### src/rtl/bp_clint_ctrl.sv
// bp_clint_ctrl: single-hart CLINT (msip, mtimecmp, mtime) behind a one-at-a-time
// load/store port at device base 0x02xx_xxxx.
//
// Build option: define BP_CLINT_PRESCALER_EN to advance mtime from an internal
// prescaler every prescale_p clocks (tick_i is then ignored). When undefined, mtime
// advances on every cycle tick_i is high and no prescaler logic exists.
//
// FSM states:
//   state   | meaning
//   --------+-----------------------------------------------------------
//   S_READY | idle, ready_o=1; an accepted request moves to S_RESP
//   S_RESP  | response held on v_o/data_o/err_o until yumi_i
module bp_clint_ctrl #(
  parameter int prescale_p = 8
) (
  input  logic        clk_i,
  input  logic        reset_n_i,
  input  logic        v_i,
  output logic        ready_o,
  input  logic        w_i,
  input  logic [31:0] addr_i,
  input  logic [1:0]  size_i,
  input  logic [63:0] data_i,
  output logic        v_o,
  input  logic        yumi_i,
  output logic [63:0] data_o,
  output logic        err_o,
  input  logic        tick_i,
  output logic        soft_irq_o,
  output logic        timer_irq_o
);

  localparam logic [31:0] addr_msip_lp    = 32'h0200_0000;
  localparam logic [31:0] addr_cmp_lo_lp  = 32'h0200_4000;
  localparam logic [31:0] addr_cmp_hi_lp  = 32'h0200_4004;
  localparam logic [31:0] addr_time_lo_lp = 32'h0200_BFF8;
  localparam logic [31:0] addr_time_hi_lp = 32'h0200_BFFC;

  // A zero prescale would never advance mtime; refuse to elaborate.
  if (prescale_p < 1) begin : g_bad_prescale
    $error("bp_clint_ctrl: prescale_p must be >= 1");
  end

  typedef enum logic {
    S_READY = 1'b0,
    S_RESP  = 1'b1
  } state_e;

  state_e      state_q, state_d;
  logic        msip_q, msip_d;
  logic [63:0] mtimecmp_q, mtimecmp_d;
  logic [63:0] mtime_q, mtime_d;
  logic [63:0] resp_data_q, resp_data_d;
  logic        resp_err_q, resp_err_d;
  logic        timer_irq_q, timer_irq_d;

  logic        accept;
  logic        tick_w;
  logic        is_8b;
  logic        size_ok;
  logic        aligned;
  logic        hit_msip;
  logic        hit_cmp_lo;
  logic        hit_cmp_hi;
  logic        hit_time_lo;
  logic        hit_time_hi;
  logic        mapped;
  logic        dec_err;
  logic        wr_ok;
  logic        wr_msip;
  logic        wr_cmp_lo;
  logic        wr_cmp_hi;
  logic        wr_time_lo;
  logic        wr_time_hi;
  logic [31:0] wr_lo_data;
  logic [31:0] wr_hi_data;
  logic [63:0] rd_data;

`ifdef BP_CLINT_PRESCALER_EN
  localparam int presc_w_lp = (prescale_p > 1) ? $clog2(prescale_p) : 1;
  localparam logic [presc_w_lp-1:0] presc_max_lp = presc_w_lp'(prescale_p - 1);

  logic [presc_w_lp-1:0] presc_q, presc_d;

  // Prescaler wraps every prescale_p clocks; the wrap cycle is the mtime tick.
  always_comb begin
    presc_d = (presc_q == presc_max_lp) ? '0 : presc_q + 1'b1;
  end

  // Prescaler register.
  always_ff @(posedge clk_i) begin
    if (!reset_n_i) presc_q <= '0;
    else            presc_q <= presc_d;
  end

  assign tick_w = (presc_q == presc_max_lp);
`else
  assign tick_w = tick_i;
`endif

  assign accept = v_i & (state_q == S_READY);

  // Address/size decode and legality of the presented request.
  always_comb begin
    is_8b       = (size_i == 2'b11);
    size_ok     = size_i[1];
    aligned     = is_8b ? (addr_i[2:0] == 3'b000) : (addr_i[1:0] == 2'b00);
    hit_msip    = (addr_i == addr_msip_lp);
    hit_cmp_lo  = (addr_i == addr_cmp_lo_lp);
    hit_cmp_hi  = (addr_i == addr_cmp_hi_lp);
    hit_time_lo = (addr_i == addr_time_lo_lp);
    hit_time_hi = (addr_i == addr_time_hi_lp);
    mapped      = hit_msip | hit_cmp_lo | hit_cmp_hi | hit_time_lo | hit_time_hi;
    // msip is a 4 B register only; an 8 B access there is rejected.
    dec_err     = ~size_ok | ~aligned | ~mapped | (hit_msip & is_8b);
  end

  // Store enables per register half; an 8 B store to a low address covers both halves.
  always_comb begin
    wr_ok      = accept & w_i & ~dec_err;
    wr_msip    = wr_ok & hit_msip;
    wr_cmp_lo  = wr_ok & hit_cmp_lo;
    wr_cmp_hi  = wr_ok & ((hit_cmp_lo & is_8b) | hit_cmp_hi);
    wr_time_lo = wr_ok & hit_time_lo;
    wr_time_hi = wr_ok & ((hit_time_lo & is_8b) | hit_time_hi);
    wr_lo_data = data_i[31:0];
    wr_hi_data = is_8b ? data_i[63:32] : data_i[31:0];
  end

  // Load mux on current register values, i.e. before any same-cycle increment.
  always_comb begin
    rd_data = '0;
    if (hit_msip) begin
      rd_data = {63'd0, msip_q};
    end else if (hit_cmp_lo) begin
      rd_data = is_8b ? mtimecmp_q : {32'd0, mtimecmp_q[31:0]};
    end else if (hit_cmp_hi) begin
      rd_data = {32'd0, mtimecmp_q[63:32]};
    end else if (hit_time_lo) begin
      rd_data = is_8b ? mtime_q : {32'd0, mtime_q[31:0]};
    end else if (hit_time_hi) begin
      rd_data = {32'd0, mtime_q[63:32]};
    end
  end

  // Request/response handshake FSM and response capture.
  always_comb begin
    state_d     = state_q;
    ready_o     = 1'b0;
    v_o         = 1'b0;
    resp_data_d = resp_data_q;
    resp_err_d  = resp_err_q;
    case (state_q)
      S_READY: begin
        ready_o = 1'b1;
        if (v_i) begin
          state_d     = S_RESP;
          resp_err_d  = dec_err;
          resp_data_d = (!w_i && !dec_err) ? rd_data : 64'd0;
        end
      end
      S_RESP: begin
        v_o = 1'b1;
        if (yumi_i) state_d = S_READY;
      end
      default: state_d = S_READY;
    endcase
  end

  // Architectural register updates; a store to mtime overrides a same-cycle tick.
  always_comb begin
    msip_d     = wr_msip ? wr_lo_data[0] : msip_q;
    mtimecmp_d = mtimecmp_q;
    if (wr_cmp_lo) mtimecmp_d[31:0]  = wr_lo_data;
    if (wr_cmp_hi) mtimecmp_d[63:32] = wr_hi_data;
    mtime_d = mtime_q;
    if (wr_time_lo | wr_time_hi) begin
      if (wr_time_lo) mtime_d[31:0]  = wr_lo_data;
      if (wr_time_hi) mtime_d[63:32] = wr_hi_data;
    end else if (tick_w) begin
      mtime_d = mtime_q + 64'd1;
    end
    timer_irq_d = (mtime_q >= mtimecmp_q);
  end

  // State and register file with synchronous active-low reset.
  always_ff @(posedge clk_i) begin
    if (!reset_n_i) begin
      state_q     <= S_READY;
      msip_q      <= 1'b0;
      mtimecmp_q  <= 64'hFFFF_FFFF_FFFF_FFFF;
      mtime_q     <= 64'd0;
      resp_data_q <= 64'd0;
      resp_err_q  <= 1'b0;
      timer_irq_q <= 1'b0;
    end else begin
      state_q     <= state_d;
      msip_q      <= msip_d;
      mtimecmp_q  <= mtimecmp_d;
      mtime_q     <= mtime_d;
      resp_data_q <= resp_data_d;
      resp_err_q  <= resp_err_d;
      timer_irq_q <= timer_irq_d;
    end
  end

  assign data_o      = resp_data_q;
  assign err_o       = resp_err_q;
  assign soft_irq_o  = msip_q;
  assign timer_irq_o = timer_irq_q;

endmodule

### config.mk
export PLATFORM = sky130hd
export DESIGN_NAME = bp_clint_ctrl
export DESIGN_NICKNAME = d
export VERILOG_FILES = /design/src/rtl/bp_clint_ctrl.sv
export SDC_FILE = /design/constraint.sdc
export NUM_CORES = 1
export LEC_CHECK = 0
export BUFFER_PORTS_ARGS = -buffer_cell sky130_fd_sc_hd__buf_2
export CAP_MARGIN = 20
export CORE_MARGIN = 2
export CORE_UTILIZATION = 58
export DETAILED_ROUTE_END_ITERATION = 6
export GPL_ROUTABILITY_DRIVEN = 0
export MAX_ROUTING_LAYER = met4
export PLACE_DENSITY = 0.87
export SLEW_MARGIN = 10
export SYNTH_ARGS = -nofsm -noshare
export SYNTH_HDL_FRONTEND = slang
export SYNTH_SLANG_ARGS = --single-unit
### constraint.sdc
create_clock -name clk_i -period 3.15 [get_ports clk_i]
set_input_delay 0.315 -clock clk_i [delete_from_list [all_inputs] [get_ports clk_i]]
set_output_delay 0.315 -clock clk_i [all_outputs]
set_load 0.03 [all_outputs]
==> metrics.txt <==
initial core utilization=59.4%; # Post-CTS Setup Buffers=0; crit path DAT=3.09 ns; Worst slew margin=36.6%; core area=20300 sq um; Req. time, crit path=3.52 ns; worst vdd ir=0.381 mV; Mapped Area=12100 sq um; top-area cell type share of the netlist area=32.5%; FP Rows=52; crit path kind=input pin to flip-flop; vias in the first global route=12400; Tot Pwr=5.15 mW; LEAKAGE=6.31 nW; Min Hold Slack=0.0488 ns; fin crit share=86.3%; min Tclk post-route=2.72 ns; Worst-path clk slew=0.07 ns; pwr dens=370 nW/um^2; Async S/R FF share, synth=0%; Worst Tran Pin Value=0.952 ns; critical path fanouts, max=11; clk_skew=0.0103 ns; Synth warnings=0; FF-to-FF Start=mtime_q[0]; Max Clk Rate=368 MHz; I/O pin count=173; Vias/cell=6.85; most common cell after layout, fill and taps aside=nand2_1; Post-CTS Resized=0; CTS H-Tree Depth=4; run status=completed; # DRC=0; RSZ-0062 raised after global routing=false; slowest CP cell=or4_1; register area share after synthesis=32.5%; synthesized area per cell=7.99 sq um; IO Port Bufs=172; FILL cells=1642; Final ANT Viol Nets=0; cells after synthesis=1509; Bufs on Longest Clock Path=2; crit path launch=addr_i[20]; Setup TNS=0 ns; Worst setup EP type=flip-flop; Setup crit start kind=input pin; Avg WL per Cell=21.9 um; CP delay by family, top=simple AND/OR/NAND/NOR gates; detailed placer's ending HPWL=30.6 mm; clk root buf=clkbuf_16; final setup fails=0; synthesized net count=1678; dominant cell type by area after synthesis=dfxtp_1; CTS tree=built; share of cells above drive strength 1=17.0%; WP buf/inv=1; most frequent cells in the layout=198 x nand2_1, 196 x dfxtp_1, 171 x buf_2; max-slew violations=0; startpoint of the worst hold path=yumi_i; clock sink total=196; DIE AREA=22000 sq um; Hold Buf Count CTS=0; Ant. Diodes=0; Vias=13200; top_reg_cell synth=dfxtp_1; #FFs+latches synth=196; Max Cap Viol=0; Pre-Repair DR Iteration Count=6; largest net degree at the start of global routing=87; CTS Buf Count=17; Crit path largest cell delay=0.59 ns; final hold vios=0; Area Growth Syn to Fin=15.4%; WL final=42.3 mm; Die H=148 um; Hold/Removal Path Class=input pin to flip-flop; die width=148 um; Total GRT Usage=39.1%; initial antenna violation count=0; first-pass GRT wire length=66.6 mm; GR Overflow Total=0; Yosys cell types=72; # nets final=1814; crit-path cells=buf_2 > or4_1 > nor3_4 > a32o_1 > o31a_1 > nand2_1 > or3_1 > a21oi_1; synth top area cells=dfxtp_1 33%, ha_1 6.7%, nand2_1 6.2%; number of synthesized flops with an enable pin=0; worst skew pair latency=0.45 ns; Initial DRC Count=1799
## worst paths after layout
path	to	slack [ns]	cells after the start
worst max-delay path	mtime_q[23]	0.43	8
worst min-delay path	state_q	0.05	2
worst max register to register	timer_irq_o	0.48	9
worst min register to register	data_o[5]	0.45	2
## cell usage after synthesis, types with 39 or more instances
library cell / number
mux2i_1: 70
nand4_1: 40
clkbuf_1: 82
o21ai_0: 104
inv_1: 78
a21oi_1: 98
ha_1: 65
dfxtp_1: 196
nand2_1: 198
nor2_1: 46
nand3_1: 48
o211ai_1: 56
and2_1: 39
a22oi_1: 46
## sequential cells by signal, indices dropped and copies added (netlist names)
name         count
data_o          64
soft_irq_o       1
state_q          1
err_o            1
timer_irq_o      1
mtime_q         64
mtimecmp_q      64
## worst register-to-register path, stage by stage, from the launching register on
cell	delay, ns
dfxtp_1	0.45
inv_1	0.09
ha_1	0.27
nor2b_1	0.15
o21ai_0	0.11
a21oi_1	0.24
o21ai_0	0.23
a31oi_1	0.46
o211ai_1	0.21
a211o_1	0.33
## power breakdown
group	total, mW	internal [mW]	switching [mW]
clock network	2.26	1.20	1.06
logic	0.404	0.131	0.273
registers	2.49	2.48	0.00559
## cell type report
type	instances	area, sq um	area share, %
flip-flops and latches	196	3920	28.2
repair buffers	227	1360	9.79
multi-input cells	1124	7410	53.2
clock buffers	18	429	3.08
inverters	79	297	2.13
well taps	270	338	2.43
clock inverters	14	166	1.20
## through the flow
step	util (%)	std cells	setup slack, ns	cell area (sq um)
5_1_grt	68.6	1928	0.323	13900
4_1_cts	68.5	1927	0.503	13900
6_report	68.6	1928	0.432	13900
3_3_place_gp	65.5	1894	0.106	13300
2_1_floorplan	-	1509	0.400	12100
3_5_place_dp	65.6	1895	0.0549	13300
## routing by layer
layer	up-vias	share of wire, %	wire (um)	track usage, %
met3	225	13	5340	8.04
li1	5887	-	-	-
met2	1031	44	18600	59.9
met4	0	5.7	2420	20.0
met1	6066	38	15800	49.2
met5	-	0	0	-
## cell families (layout without fill, tap and decap cells)
group | count (synthesis) | count (layout) | synth area share (%)
XOR/XNOR | 2 | 2 | 0.145
buffers and inverters | 189 | 338 | 6.21
flip-flops | 196 | 196 | 32.5
AND/OR/NAND/NOR | 511 | 511 | 21.7
AO/OA/AOI/OAI | 476 | 476 | 26.9
adder cells (fa/ha/maj) | 65 | 65 | 6.74
multiplexers | 70 | 70 | 5.81
(Power assumes the default switching activity.)
